File: src/rtl/turn_sequencer_pkg.sv
// Shared board geometry, FSM state type and player encodings for the turn sequencer.
package game_pkg;

  localparam int NUM_SQ = 9;

  typedef enum logic [2:0] {
    IDLE   = 3'd0,
    ISSUE  = 3'd1,
    SETTLE = 3'd2,
    CHECK  = 3'd3,
    OVER   = 3'd4
  } state_e;

  localparam logic P_X = 1'b0;
  localparam logic P_O = 1'b1;

  // Rows, columns, then the two diagonals, as row-major square indices.
  localparam logic [3:0] LINES [8][3] = '{
    '{4'd0, 4'd1, 4'd2},
    '{4'd3, 4'd4, 4'd5},
    '{4'd6, 4'd7, 4'd8},
    '{4'd0, 4'd3, 4'd6},
    '{4'd1, 4'd4, 4'd7},
    '{4'd2, 4'd5, 4'd8},
    '{4'd0, 4'd4, 4'd8},
    '{4'd2, 4'd4, 4'd6}
  };

endpackage

File: src/rtl/turn_sequencer_if.sv
// Move-request handshake between a requester and the turn sequencer.
interface turn_sequencer_if;
  logic       move_valid;
  logic [3:0] move_idx;
  logic       move_ready;

  modport master (output move_valid, output move_idx, input  move_ready);
  modport slave  (input  move_valid, input  move_idx, output move_ready);
endinterface

File: src/rtl/turn_sequencer_line_checker.sv
// Combinational three-in-a-row detector over the board occupancy/owner vectors.
module line_checker
  import game_pkg::*;
(
  input  logic [NUM_SQ-1:0] marked,
  input  logic [NUM_SQ-1:0] owner,
  output logic              win,
  output logic              win_player
);

  always_comb begin
    win        = 1'b0;
    win_player = P_X;
    for (int unsigned l = 0; l < 8; l++) begin
      if (marked[LINES[l][0]] && marked[LINES[l][1]] && marked[LINES[l][2]] &&
          (owner[LINES[l][0]] == owner[LINES[l][1]]) &&
          (owner[LINES[l][1]] == owner[LINES[l][2]])) begin
        win        = 1'b1;
        win_player = owner[LINES[l][0]];
      end
    end
  end

endmodule

File: src/rtl/turn_sequencer.sv
// Tic-tac-toe turn controller: validates moves, pulses the board mark,
// then resolves win/draw/fault and alternates players with an optional turn timeout.
module turn_sequencer
  import game_pkg::*;
#(
  parameter logic FIRST_PLAYER = 1'b0,
  parameter int   TIMEOUT      = 0,
  parameter int   TO_W         = 16
) (
  input  logic                clk,
  input  logic                rst,
  turn_sequencer_if.slave     mv,
  input  logic [NUM_SQ-1:0]   marked,
  input  logic [NUM_SQ-1:0]   owner,
  input  logic [NUM_SQ-1:0]   error,
  output logic [NUM_SQ-1:0]   mark,
  output logic                player,
  output logic                reject,
  output logic                forfeit,
  output logic                game_over,
  output logic                winner_vld,
  output logic                winner,
  output logic                fault,
  output logic [3:0]          move_cnt
);

  state_e             state_q, state_d;
  logic [TO_W-1:0]    timer_q, timer_d;
  logic [NUM_SQ-1:0]  mark_q, mark_d;
  logic               err_q, err_d;
  logic               player_q, player_d;
  logic               reject_q, reject_d;
  logic               forfeit_q, forfeit_d;
  logic               game_over_q, game_over_d;
  logic               winner_vld_q, winner_vld_d;
  logic               winner_q, winner_d;
  logic               fault_q, fault_d;
  logic [3:0]         cnt_q, cnt_d;

  logic               move_ready;
  logic               transfer;
  logic               illegal;
  logic               line_win;
  logic               line_player;
  logic [3:0]         cnt_inc;

  line_checker u_lines (
    .marked     (marked),
    .owner      (owner),
    .win        (line_win),
    .win_player (line_player)
  );

  assign move_ready    = (state_q == IDLE) && !game_over_q;
  assign mv.move_ready = move_ready;
  assign transfer      = mv.move_valid && move_ready;
  assign illegal       = (mv.move_idx > 4'd8) || marked[mv.move_idx];
  assign cnt_inc       = (cnt_q >= 4'd9) ? 4'd9 : cnt_q + 4'd1;

  always_comb begin
    state_d      = state_q;
    timer_d      = timer_q;
    mark_d       = '0;
    err_d        = err_q;
    player_d     = player_q;
    reject_d     = 1'b0;
    forfeit_d    = 1'b0;
    game_over_d  = game_over_q;
    winner_vld_d = winner_vld_q;
    winner_d     = winner_q;
    fault_d      = fault_q;
    cnt_d        = cnt_q;

    unique case (state_q)
      IDLE: begin
        if (|error) begin
          fault_d     = 1'b1;
          game_over_d = 1'b1;
          state_d     = OVER;
        end else if (transfer) begin
          timer_d = '0;
          if (illegal) begin
            reject_d = 1'b1;
          end else begin
            // The registered one-hot mark doubles as the latched move index.
            mark_d  = NUM_SQ'(1) << mv.move_idx;
            state_d = ISSUE;
          end
        end else if ((TIMEOUT != 0) && (timer_q == TO_W'(TIMEOUT - 1))) begin
          forfeit_d = 1'b1;
          player_d  = (player_q == P_X) ? P_O : P_X;
          timer_d   = '0;
        end else begin
          timer_d = timer_q + 1'b1;
        end
      end
      ISSUE: begin
        err_d   = 1'b0;
        state_d = SETTLE;
      end
      SETTLE: begin
        err_d   = |error;
        state_d = CHECK;
      end
      CHECK: begin
        cnt_d = cnt_inc;
        if (err_q || (|error)) begin
          fault_d     = 1'b1;
          game_over_d = 1'b1;
          state_d     = OVER;
        end else if (line_win) begin
          winner_vld_d = 1'b1;
          winner_d     = line_player;
          game_over_d  = 1'b1;
          state_d      = OVER;
        end else if (cnt_inc == 4'd9) begin
          game_over_d = 1'b1;
          state_d     = OVER;
        end else begin
          player_d = (player_q == P_X) ? P_O : P_X;
          timer_d  = '0;
          state_d  = IDLE;
        end
      end
      OVER: begin
        state_d = OVER;
      end
      default: begin
        state_d = IDLE;
      end
    endcase
  end

  always_ff @(posedge clk or negedge rst) begin
    if (!rst) begin
      state_q      <= IDLE;
      timer_q      <= '0;
      mark_q       <= '0;
      err_q        <= 1'b0;
      player_q     <= FIRST_PLAYER;
      reject_q     <= 1'b0;
      forfeit_q    <= 1'b0;
      game_over_q  <= 1'b0;
      winner_vld_q <= 1'b0;
      winner_q     <= 1'b0;
      fault_q      <= 1'b0;
      cnt_q        <= '0;
    end else begin
      state_q      <= state_d;
      timer_q      <= timer_d;
      mark_q       <= mark_d;
      err_q        <= err_d;
      player_q     <= player_d;
      reject_q     <= reject_d;
      forfeit_q    <= forfeit_d;
      game_over_q  <= game_over_d;
      winner_vld_q <= winner_vld_d;
      winner_q     <= winner_d;
      fault_q      <= fault_d;
      cnt_q        <= cnt_d;
    end
  end

  assign mark       = mark_q;
  assign player     = player_q;
  assign reject     = reject_q;
  assign forfeit    = forfeit_q;
  assign game_over  = game_over_q;
  assign winner_vld = winner_vld_q;
  assign winner     = winner_q;
  assign fault      = fault_q;
  assign move_cnt   = cnt_q;

endmodule
File: src/flat_wrapper.sv
// flat-port wrapper written by rule: the top's interface ports become plain ports
module turn_sequencer_flat import game_pkg::*;
#(
  parameter logic FIRST_PLAYER = 1'b0,
  parameter int   TIMEOUT      = 0,
  parameter int   TO_W         = 16
)
  (clk, rst, marked, owner, error, mark, player, reject, forfeit, game_over, winner_vld, winner, fault, move_cnt, mv_move_valid, mv_move_idx, mv_move_ready);
  turn_sequencer_if mv_i ();
  input  logic clk;
  input  logic rst;
  input  logic [NUM_SQ-1:0] marked;
  input  logic [NUM_SQ-1:0] owner;
  input  logic [NUM_SQ-1:0] error;
  output logic [NUM_SQ-1:0] mark;
  output logic player;
  output logic reject;
  output logic forfeit;
  output logic game_over;
  output logic winner_vld;
  output logic winner;
  output logic fault;
  output logic [3:0] move_cnt;
  input wire logic [$bits(mv_i.move_valid)-1:0] mv_move_valid;
  input wire logic [$bits(mv_i.move_idx)-1:0] mv_move_idx;
  output wire logic [$bits(mv_i.move_ready)-1:0] mv_move_ready;
  assign mv_i.move_valid = mv_move_valid;
  assign mv_i.move_idx = mv_move_idx;
  assign mv_move_ready = mv_i.move_ready;
  turn_sequencer #(.FIRST_PLAYER(FIRST_PLAYER), .TIMEOUT(TIMEOUT), .TO_W(TO_W)) u_core (.clk(clk), .rst(rst), .mv(mv_i), .marked(marked), .owner(owner), .error(error), .mark(mark), .player(player), .reject(reject), .forfeit(forfeit), .game_over(game_over), .winner_vld(winner_vld), .winner(winner), .fault(fault), .move_cnt(move_cnt));
endmodule
File: config.mk
export PLATFORM = sky130hd
export DESIGN_NAME = turn_sequencer_flat
export DESIGN_NICKNAME = d
export VERILOG_FILES = /design/src/rtl/turn_sequencer_pkg.sv /design/src/rtl/turn_sequencer_if.sv /design/src/rtl/turn_sequencer_line_checker.sv /design/src/rtl/turn_sequencer.sv /design/src/flat_wrapper.sv
export SDC_FILE = /design/constraint.sdc
export NUM_CORES = 1
export LEC_CHECK = 0
export ABC_CLOCK_PERIOD_IN_PS = 2400
export CORE_ASPECT_RATIO = 0.7
export CORE_MARGIN = 2
export CORE_UTILIZATION = 45
export CTS_CLUSTER_DIAMETER = 60
export DETAILED_ROUTE_END_ITERATION = 16
export GPL_ROUTABILITY_DRIVEN = 1
export GPL_TIMING_DRIVEN = 0
export MAX_ROUTING_LAYER = met4
export PLACE_DENSITY_LB_ADDON = 0.12
export SYNTH_ARGS = -nofsm -noshare
export SYNTH_HDL_FRONTEND = slang
export SYNTH_SLANG_ARGS = --single-unit
File: constraint.sdc
create_clock -name clk -period 2.4 [get_ports clk]
set_clock_uncertainty 0.15 [all_clocks]
set_input_delay 0.6 -clock clk [delete_from_list [all_inputs] [get_ports clk]]
set_output_delay 0.6 -clock clk [all_outputs]
set_load 0.005 [all_outputs]
==> flow_metrics.py, run 1 <==
metrics = {
    "outcome": {
        "status": "complete, no violations",
    },
    "sta": {
        "max_freq_mhz": 423.5,
        "slew_violations": 0,
        "fin_setup_tns_ps": 0,
        "setup_violations": 0,
        "relSlewSlack_pct": 28.72,
        "post-route-period-util_pct": 98.39,
        "tightestPinTransition_ps": 1066,
        "hold_ws_ps": 327.2,
        "hold_viol": 0,
        "period_needed_ps": 2361,
    },
    "setup_path": {
        "critPathLaunchType": "primary input",
        "crit_type": "primary input to flip-flop",
        "cp.required_ps": 2440,
        "cp_max_fo": 4,
        "worstPathArrival_ps": 2400,
        "worstSetupEndpointType": "flip-flop",
    },
    "drt": {
        "ant_nets": 0,
        "post-route-drc-count": 0,
        "vias_per_cell": 5.818,
        "totalWireLength_mm": 4.822,
        "wl_per_cell_um": 16.86,
        "drt_iter0_drc": 116,
        "num_vias": 1664,
        "dr.pass1.iters": 5,
    },
    "yosys": {
        "synth_ff_type": "dfrtp_1",
        "ys_warn_count": 0,
        "syn-cell-area_um2": 1536,
        "synth-async-reset-ratio_pct": 100.0,
        "ys_types": 48,
        "ys_top_cells_by_area": "dfrtp_1 37%, nor2_1 5.1%, nand3_1 3.6%",
        "synth_seq_cells": 23,
        "synth-edff-count": 0,
        "synthCells": 178,
        "synth_largest_area_cell": "dfrtp_1",
        "synth_top_area_share_pct": 37.46,
        "yosysSeqAreaShare_pct": 37.46,
        "synth_nets": 215,
        "avgSynthCellArea_um2": 8.632,
    },
    "die": {
        "io_pins": 55,
        "die_w_um": 73.84,
        "initial_core_util_pct": 47.84,
        "die_y_um": 52.89,
        "num_rows": 17,
        "dieArea_um2": 3905,
        "core_area_um2": 3212,
    },
    "power_and_ir_drop": {
        "peakVddDrop_mv": 0.2795,
        "cellPowerDensity_nw_per_um2": 345.0,
        "power.leakage_nw": 0.9579,
        "power_mw": 0.7812,
    },
    "grt": {
        "grt_pass1_vias": 1553,
        "antenna_found_initial": 0,
        "grt_max_degree": 24,
        "grt-ovfl-total": 0,
        "grt_usage_pct": 25.21,
        "grt_pass1_wl_mm": 7.238,
    },
    "clock_network": {
        "clockBufferDepth": 2,
        "path_clk_slew_ps": 80,
        "insertion_delay_ps": 270,
        "cts_root_buf": "clkbuf_8",
        "ctsHoldBuffers": 0,
        "cts_max_level": 1,
        "numCtsBuffers": 3,
        "cts.sinks": 23,
        "cts_tree": "built",
    },
    "flow_run": {
        "drv_cap": 0,
    },
    "place": {
        "gp_congestion": 0.9284,
        "port_buffers": 48,
        "dpl.hpwl_mm": 3.498,
    },
    "cells_and_area": {
        "diodes": 0,
        "ff_latch_area_um2": 579.3,
        "drive_gt1_share_pct": 23.85,
        "mostFrequentLayoutCells": "33 x clkdlybuf4s50_1, 21 x nor2_1, 20 x dfrtp_1, 14 x nand2_1, 13 x buf_4",
        "final_common_cell": "clkdlybuf4s50_1",
        "final_net_count": 277,
        "fill_cells": 263,
        "multi_input_area_um2": 989.7,
        "area_growth_pct": 47.39,
    },
    "min_path": {
        "hp-class": "flip-flop to flip-flop",
    },
}
worst max-delay path, cell delays in order:
cell,delay (ps)
clkdlybuf4s50_1,410
nor4_2,310
nand3_2,130
or2_2,360
a41oi_2,250
nand2b_1,160
nor2_1,170
logic make-up (layout without fill, tap and decap cells):
kind of cell,count (synthesis),in the layout,share of synthesized area (%)
flip-flops,23,23,37.46
XOR/XNOR,3,3,1.710
other,1,1,0.2441
adder cells (fa/ha/maj),3,3,2.443
buffers and inverters,14,75,4.885
AO/OA/AOI/OAI,36,36,17.02
AND/OR/NAND/NOR,93,93,32.74
multiplexers,5,5,3.502
sequential cells by signal, indices dropped and copies added (netlist names):
register	cells
u_core.mark	9
u_core.move_cnt	4
u_core.state_q	3
u_core.err_q	1
u_core.fault	1
u_core.game_over	1
u_core.player	1
u_core.reject	1
u_core.winner	1
u_core.winner_vld	1
Yosys cell counts, drive strengths merged, types with 2 or more instances:
cell type,number
clkbuf,4
o2111ai,4
nor3,8
a31oi,2
nor2,21
nor4,6
nand4,6
nand3,12
a41o,2
a211oi,2
o21ai,6
and3,5
a21oi,8
dfrtp,23
nand2b,5
nor4b,2
o21bai,2
buf,6
ha,3
inv,4
or3,3
or2,6
o22ai,2
mux2i,2
nand2,14
xor2,2
mux2,3
a2bb2oi,2
power breakdown:
group	internal, mW	total [mW]	switching, mW
Combinational	0.0675	0.147	0.0797
Clock	0.116	0.247	0.131
Sequential	0.387	0.387	0.000000138
Total	0.571	0.781	0.210
per-stage QoR:
stage | util (%) | setup WS (ps) | area (um2) | cells
finish | 70.51 | 38.64 | 2265 | 286
global route | 70.51 | -18.85 | 2265 | 286
CTS | 68.06 | -17.57 | 2186 | 280
detailed placement | 64.63 | -668.4 | 2076 | 273
global placement | 64.63 | -651.0 | 2076 | 273
floorplan | - | 2.026 | 1536 | 178
repair_timing:
action,CTS,global route
resized for setup,26,28
buffers inserted,5,7
gates cloned,0,0
pin swaps,7,9
endpoints found under the setup margin,13,9
area by class of cell:
cell class	instances	share of cell area, %
plain buffers	7	2.155
clock inverters	1	0.2210
well taps	47	2.597
inverters	4	0.6630
flip-flops and latches	23	25.58
repair buffers	60	23.26
multi-input cells	141	43.70
clock buffers	3	1.823
path summary, 6_finish.rpt:
path	from	to	slack (ps)	cells past startpoint
max	error[2]	u_core.mark[7]	40	7
min	u_core.player	u_core.player	330	1
max reg2reg	u_core.state_q[1]	u_core.mark[7]	350	7
min reg2reg	u_core.player	u_core.player	330	1
max in group asynchronous	rst	u_core.state_q[2]	630	1
min in group asynchronous	rst	u_core.move_cnt[2]	760	1
metal layers:
metal / share of wire, % / track usage, %
met1: 47 / 36.16
met2: 45 / 36.01
met3: 7.7 / 7.238
met4: 0.15 / 3.636
met5: 0 / -
No activity file was read; power rests on OpenSTA's default activity.
==> run 2: changes to the inputs <==
--- a/config.mk
+++ b/config.mk
@@ -5,7 +5,7 @@
 export SDC_FILE = /design/constraint.sdc
 export NUM_CORES = 1
 export LEC_CHECK = 0
-export ABC_CLOCK_PERIOD_IN_PS = 2400
+export ABC_CLOCK_PERIOD_IN_PS = 2640
 export CORE_ASPECT_RATIO = 0.7
 export CORE_MARGIN = 2
 export CORE_UTILIZATION = 45
@@ -13,6 +13,7 @@
 export DETAILED_ROUTE_END_ITERATION = 16
 export GPL_ROUTABILITY_DRIVEN = 1
 export GPL_TIMING_DRIVEN = 0
+export HOLD_SLACK_MARGIN = 0.08
 export MAX_ROUTING_LAYER = met4
 export PLACE_DENSITY_LB_ADDON = 0.12
 export SYNTH_ARGS = -nofsm -noshare
==> constraint.sdc (replaced) <==
create_clock -name clk -period 2.64 [get_ports clk]
set_clock_uncertainty 0.15 [all_clocks]
set_input_delay 0.66 -clock clk [delete_from_list [all_inputs] [get_ports clk]]
set_output_delay 0.66 -clock clk [all_outputs]
set_load 0.005 [all_outputs]
==> flow_metrics.py, run 2 (synthesis results as in run 1) <==
metrics = {
    "outcome": {
        "status": "complete, no violations",
    },
    "setup_path": {
        "r2r_setup_slack_ps": 430,
        "reg2reg_depth": 8,
        "worstPathArrival_ps": 2590,
        "crit_end": "u_core.mark[7]",
        "timing.rr.end": "u_core.mark[7]",
        "cp_max_fo": 6,
        "r2r-start": "u_core.state_q[1]",
        "cp.required_ps": 2680,
        "crit_start": "error[2]",
        "crit_type": "primary input to flip-flop",
        "critPathLaunchType": "primary input",
        "worstSetupEndpointType": "flip-flop",
    },
    "sta": {
        "relSlewSlack_pct": 31.39,
        "setup_violations": 0,
        "max_freq_mhz": 391.8,
        "post-route-period-util_pct": 96.67,
        "slew_violations": 0,
        "hold_viol": 0,
        "tightestPinTransition_ps": 1026,
        "period_needed_ps": 2552,
    },
    "clock_network": {
        "path_clk_slew_ps": 90,
        "insertion_delay_ps": 270,
        "numCtsBuffers": 3,
        "clockBufferDepth": 2,
        "cts_tree": "built",
        "cts.sinks": 23,
        "cts_root_buf": "clkbuf_8",
        "ctsHoldBuffers": 0,
        "cts_max_level": 1,
    },
    "place": {
        "gp_congestion": 0.9379,
        "port_buffers": 48,
        "dpl.hpwl_mm": 3.421,
    },
    "cells_and_area": {
        "area_growth_pct": 44.54,
        "multi_input_area_um2": 942.2,
        "ff_latch_area_um2": 575.6,
        "fin_util_pct": 69.15,
        "fill_cells": 259,
        "mostFrequentLayoutCells": "34 x clkdlybuf4s50_1, 23 x dfrtp_1, 21 x nor2_1, 14 x nand2_1, 9 x nand3_1",
        "diodes": 0,
        "largest_register_ff_count": 9,
        "final_common_cell": "clkdlybuf4s50_1",
        "drive_gt1_share_pct": 16.10,
        "final_net_count": 274,
    },
    "drt": {
        "post-route-drc-count": 0,
        "vias_per_cell": 5.806,
        "totalWireLength_mm": 4.454,
        "num_vias": 1643,
        "ant_nets": 0,
        "wl_per_cell_um": 15.74,
        "drt_iter0_drc": 86,
        "dr.pass1.iters": 4,
    },
    "power_and_ir_drop": {
        "power_mw": 0.7010,
        "power.leakage_nw": 0.9765,
        "peakVddDrop_mv": 0.3776,
        "cellPowerDensity_nw_per_um2": 315.7,
    },
    "flow_run": {
        "drv_cap": 0,
    },
    "die": {
        "initial_core_util_pct": 47.84,
        "core_area_um2": 3212,
        "dieArea_um2": 3905,
        "io_pins": 55,
        "die_w_um": 73.84,
        "die_y_um": 52.89,
        "num_rows": 17,
    },
    "grt": {
        "grt_pass1_vias": 1521,
        "grt_usage_pct": 25.02,
        "antenna_found_initial": 0,
        "grt-ovfl-total": 0,
        "grt_pass1_wl_mm": 7.155,
        "grt_max_degree": 24,
    },
    "min_path": {
        "hp-class": "flip-flop to flip-flop",
    },
}
[run 2: cell types whose count changed in the layout (fill, tap and decap cells not counted), sizes merged]
cell,before,now
dlygate4sd2,5,7
clkdlybuf4s50,33,34
clkdlybuf4s15,1,0
buf,20,13
clkbuf,10,8
dlymetal6s2s,1,5
[run 2: how the worst min path moves through the flow]
stage / cells past startpoint / end / from / slack (ps)
floorplan: 0 / u_core.err_q / rst / 210
global placement: 1 / u_core.fault / u_core.fault / 310
detailed placement: 1 / u_core.player / u_core.player / 320
CTS: 1 / u_core.fault / u_core.fault / 340
global route: 1 / u_core.fault / u_core.fault / 360
finish: 1 / u_core.player / u_core.player / 340
[run 2: final cells by class]
class	instances	area share [%]
multi-input combinational	141	42.42
inverter	4	0.6761
buffer	9	2.535
sequential	23	25.92
tap	47	2.648
clock inverter	1	0.2254
clock buffer	3	1.859
timing repair buffer	55	23.72
[run 2: per-stage QoR]
step	instance area, um2	setup TNS [ps]	instances	setup WS [ps]	hold slack, ps
after global placement	2076	-2983	273	-498.3	307.1
after CTS	2173	0	280	11.91	340.0
final	2221	0	283	87.87	338.4
after floorplan	1536	0	178	158.6	214.4
after detailed placement	2076	-3629	273	-523.8	317.5
after global routing	2221	-199.4	283	-60.39	363.2
[run 2: timing repair]
item | CTS | global route
pin swaps | 5 | 3
resized for setup | 15 | 11
gates cloned | 0 | 0
endpoints found under the setup margin | 7 | 11
endpoints found under the hold margin | 0 | 0
buffers inserted | 3 | 4
[run 2: worst max-delay path: stages]
cell and delay (ps):
clkdlybuf4s50_1 400, nor4_1 380, nand3_2 200, or2_2 380, a41oi_2 240, nand2b_1 170
nor2_1 160
[run 2: report_power, final]
group / total, mW / internal [mW] / switching, mW / leakage (nW)
sequential: 0.352 / 0.352 / 0.0000000791 / 0.306
combinational: 0.128 / 0.0601 / 0.0680 / 0.645
clock: 0.221 / 0.105 / 0.116 / 0.0255
total: 0.701 / 0.517 / 0.184 / 0.976
[run 2: routing by layer]
| layer | wire (um) | track usage [%] |
|---|---|---|
| met2 | 1976 | 36.46 |
| met4 | 25 | 3.939 |
| met1 | 2130 | 36.43 |
| met3 | 321 | 5.143 |
| met5 | 0 | - |
==> edit 1: new RTL, config.mk and constraints of run 1 <==
Set the package constant `NUM_SQ` to 10 (it was 9).
--- a/src/rtl/turn_sequencer_pkg.sv
+++ b/src/rtl/turn_sequencer_pkg.sv
@@ -1,7 +1,7 @@
 // Shared board geometry, FSM state type and player encodings for the turn sequencer.
 package game_pkg;
 
-  localparam int NUM_SQ = 9;
+  localparam int NUM_SQ = 10;
 
   typedef enum logic [2:0] {
     IDLE   = 3'd0,
Ports: changed (resized error, mark, marked and owner); port bits go from 55 to 59. No check against the original RTL was run, so the function may have changed too.
==> edit 1 against run 1 <==
  * Total power is 4.8% higher
  * Wire length decreased by 17%
  * Area after synthesis fell by 4.4%
  * Non-clock buffer count down 5
  * Setup slack improved by 67 ps
  * Clock power is 8.9% higher
  * Sequential cell count is 1 higher
  * Maximum frequency is 2.9% higher
  * Global-route usage fell by 2.5 points
  * Core utilization grew 0.20 points
  * Sequential share of layout area rose by 1.7 points
  * Die area fell by 4.1%
  * Design area shrank 2.4%
==> edit 1: results (changes against run 1) <==
Run status
  – Status: completed

Global route
  – Vias in the first global route: 1,361 (-12%)
  – Met3 Usage GRT: 5.04% (-2.2 points)
  – Met2 Usage GRT: 33.8% (-2.2 points)
  – M1 GR Usage: 32.3% (-3.9 points)
  – All-layer global routing usage: 22.8% (-2.5 points)
  – Largest net degree at the start of global routing: 25 (+4.2%)
  – First-pass GRT wire length: 6.37 mm (-12%)

Place
  – DP Wirelength: 3.01 mm (-14%)
  – Placement Cell Area: 2060 µm² (-0.72%)
  – Placed cells: 255 (-6.6%)

Drt
  – DRT iter0 DRCs: 118 (+1.7%)
  – TritonRoute pass-1 iters: 4 (-1)
  – Met2 wire len: 1.82 mm (-17%)
  – Uppermost layer routed: met4
  – Routed length on met1: 1.79 mm (-21%)
  – Met3 WL post-DR: 380 µm (+3.0%)
  – Drt wl/cell: 15.4 µm (-8.5%)
  – Via count: 1,525 (-8.4%)

Cells and area
  – Max reg flops: 10 (+1)

Clock tree
  – Cts repair resizes: 6 (-77%)

Timing
  – FMAX: 436 MHz (+2.9%)
  – WHS: 327 ps (-0.567 ps)
  – Worst slew pin tran: 1050 ps (-17.4 ps)

Setup path
  – R2r startpoint: u_core.move_cnt[0]
  – CP arrival: 2290 ps (-110 ps)
  – Crit-path max cell delay: 540 ps (+130 ps)
  – Crit path capture: u_core.player
  – R2r setup slk: 230 ps (-120 ps)
  – Max Fanout on Critical Path: 7 (+3)

Power and ir drop
  – Leak: 1.00 nW (+4.9%)
  – Worst vdd ir: 219 µV (-22%)

Yosys
  – Register area share after synthesis: 40.9% (+3.4 points)
  – Mapped Avg Cell Area: 9.07 µm² (+5.0%)
  – XOR/XNOR Fraction of Synth Area: 1.19% (-0.52 points)
  – Post-synth ARST share: 100% (unchanged)
  – Synth Area in Compound Gates: 15.1% (-1.9 points)
  – Synth cell types: 49 (+2.1%)
  – Commonest cells post-synth: dfrtp_1, nor2_1, nand3_1, nand2_1, nor3_1
  – Adder-cell share of the synthesized area: 2.56% (+0.11 points)
  – Largest cells by area after synthesis: dfrtp_1, nand3_1, nor2_1
  – Post-synthesis mux area share: 4.00% (+0.50 points)
-- edit 1: power breakdown --
| part | switching (mW) | leakage [nW] | internal (mW) |
|---|---|---|---|
| registers | 0.000206 | 0.310 | 0.405 |
| clock network | 0.122 | 0.0288 | 0.146 |
| logic | 0.0676 | 0.665 | 0.0775 |
-- edit 1: cell families (layout without fill, tap and decap cells) --
| kind of cell | after synthesis | after routing |
|---|---|---|
| simple gates | 86 | 86 |
| xor+xnor | 2 | 2 |
| mux | 3 | 3 |
| flops | 24 | 24 |
| other cells | 1 | 2 |
| buf+inv | 11 | 71 |
| fa+ha+maj | 3 | 3 |
| compound gates | 32 | 32 |
-- edit 1: cell type report --
cell class	count	area, µm²
Clock buffer	4	55.1
Sequential cell	24	603
Fill cell	246	916
Timing Repair Buffer	58	594
Buffer	4	35.0
Tap cell	38	47.5
Multi-Input combinational cell	128	857
Inverter	5	18.8
==> edit 2: new RTL, config.mk and constraints of run 1 <==
Made on the original files. Encoding of `state_e`: now one-hot (5 bits for 5 states).
--- a/src/rtl/turn_sequencer_pkg.sv
+++ b/src/rtl/turn_sequencer_pkg.sv
@@ -3,12 +3,12 @@
 
   localparam int NUM_SQ = 9;
 
-  typedef enum logic [2:0] {
-    IDLE   = 3'd0,
-    ISSUE  = 3'd1,
-    SETTLE = 3'd2,
-    CHECK  = 3'd3,
-    OVER   = 3'd4
+  typedef enum logic [4:0] {
+    IDLE   = 5'b00001,
+    ISSUE  = 5'b00010,
+    SETTLE = 5'b00100,
+    CHECK  = 5'b01000,
+    OVER   = 5'b10000
   } state_e;
 
   localparam logic P_X = 1'b0;
Formal check against the unedited RTL: no difference found for any inputs over 10 cycles, from zero or initial values and one cycle with rst low; not proved beyond that.
==> edit 2 against run 1 <==
  * Setup slack better by 12 ps
  * Register-to-register slack worse by 270 ps
  * Synthesized cell count is 2.2% higher
  * Wire length is 11% lower
  * First-iteration DRC count is 10% lower
  * Sequential cell count is 2 higher
  * Design area is 4.4% higher
  * Area after synthesis is 2.4% higher
Power is not compared: it rests on default switching activity, and its combinational part moved more than twofold at a synthesized area within 25%.
==> edit 2: results (changes against run 1) <==
Run status
  – Status: completed

Yosys
  – Commonest cells post-synth: dfrtp_1, nor2_1, nand3_1, a21oi_1, nand2_1
  – Syn_nets: 219 (+1.9%)
  – Register area share after synthesis: 39.9% (+2.4 points)
  – Largest cells by area after synthesis: dfrtp_1, nand3_1, nor2_1
  – Adder-cell share of the synthesized area: 2.39% (-0.056 points)
  – XOR/XNOR Fraction of Synth Area: 1.11% (-0.60 points)
  – Synth cell types: 49 (+2.1%)
  – Post-synthesis mux area share: 3.42% (-0.081 points)
  – Synth Area in Compound Gates: 17.3% (+0.24 points)
  – Mapped Avg Cell Area: 8.64 µm² (+0.11%)

Drt
  – DRT iter0 DRCs: 104 (-10%)
  – Via density: 5.56 (-4.5%)
  – Final WL: 4.30 mm (-11%)
  – TritonRoute pass-1 iters: 6 (+1)

Clock tree
  – CTS Root Cell: clkbuf_8
  – Post-CTS Setup Bufs: 1 (-4)
  – Cts repair resizes: 19 (-27%)

Place
  – GPL Wtd Cong: 0.901 (-3.0%)
  – Placed cells: 279 (+2.2%)
  – Placement Cell Area: 2130 µm² (+2.7%)
  – Worst slack, placed: -481 ps (+188 ps)
  – DP Wirelength: 3.04 mm (-13%)
  – Port Buf Inserts: 50 (+4.2%)

Cells and area
  – Non-clk bufs: 69 (+3.0%)
  – NonClk Buf Share: 26.9% (+1.5 points)
  – Layout cells sized above 1: 20.0% (-3.8 points)
  – Signal inverters: 6 (+2)
  – Seq_cells: 25 (+8.7%)
  – Multi-input gate area in the final layout: 965 µm² (-2.5%)
  – Seq/total area: 26.8% (+1.2 points)
  – Clock network area share: 2.06% (+0.020 points)
  – Final cell count without fillers: 297 (+3.8%)
  – Number of multi-input combinational cells: 146 (+3.5%)

Global route
  – All-layer global routing usage: 22.5% (-2.7 points)
  – Largest net degree at the start of global routing: 26 (+8.3%)
  – M1 GR Usage: 28.4% (-7.7 points)
  – First-pass GRT wire length: 6.69 mm (-7.6%)
  – Met2 Usage GRT: 35.3% (-0.76 points)
  – Met3 Usage GRT: 6.10% (-1.1 points)

Setup path
  – R2r setup slk: 80 ps (-270 ps)
  – R2r startpoint: u_core.move_cnt[0]
  – Kind of cell adding the most delay to the critical path: buffers and inverters
  – Crit-path max cell delay: 510 ps (+100 ps)
  – Max Fanout on Critical Path: 5 (+1)
  – Worst reg2reg endpoint: u_core.player

Timing
  – Final Critical Period: 2350 ps (-12.2 ps)
  – Worst slew pin tran: 1140 ps (+71.8 ps)
  – WHS: 327 ps (+0.179 ps)
-- edit 2: cell count changes after synthesis, moves of 4 or more --
| cell | before | now |
|---|---|---|
| a21oi_1 | 8 | 14 |
| nand3_1 | 11 | 18 |
| nor4_1 | 5 | 1 |
| or3_1 | 3 | 9 |
-- edit 2: worst max-delay path by stage --
stage / depth (start not counted) / from / end
after floorplan: 7 / marked[4] / u_core.state_q[4]
after global placement: 7 / owner[6] / u_core.state_q[4]
after detailed placement: 7 / owner[6] / u_core.state_q[4]
after CTS: 4 / u_core.state_q[4] / mv_move_ready
after global routing: 7 / error[2] / u_core.mark[4]
final: 7 / marked[1] / u_core.state_q[0]
-- edit 2: routing by layer --
layer / vias up / wire length, µm
met5: - / 0
met4: 0 / 13
met3: 2 / 328
met2: 80 / 2050
li1: 805 / -
met1: 763 / 1910
-- edit 2: worst register-to-register path, cell delays in order (launching register included) --
cell      delay, ps
dfrtp_2         460
ha_1            210
nand2b_1        160
or2_2           290
o21a_1          230
or4_4           440
nor2_4          150
xor2_1          160
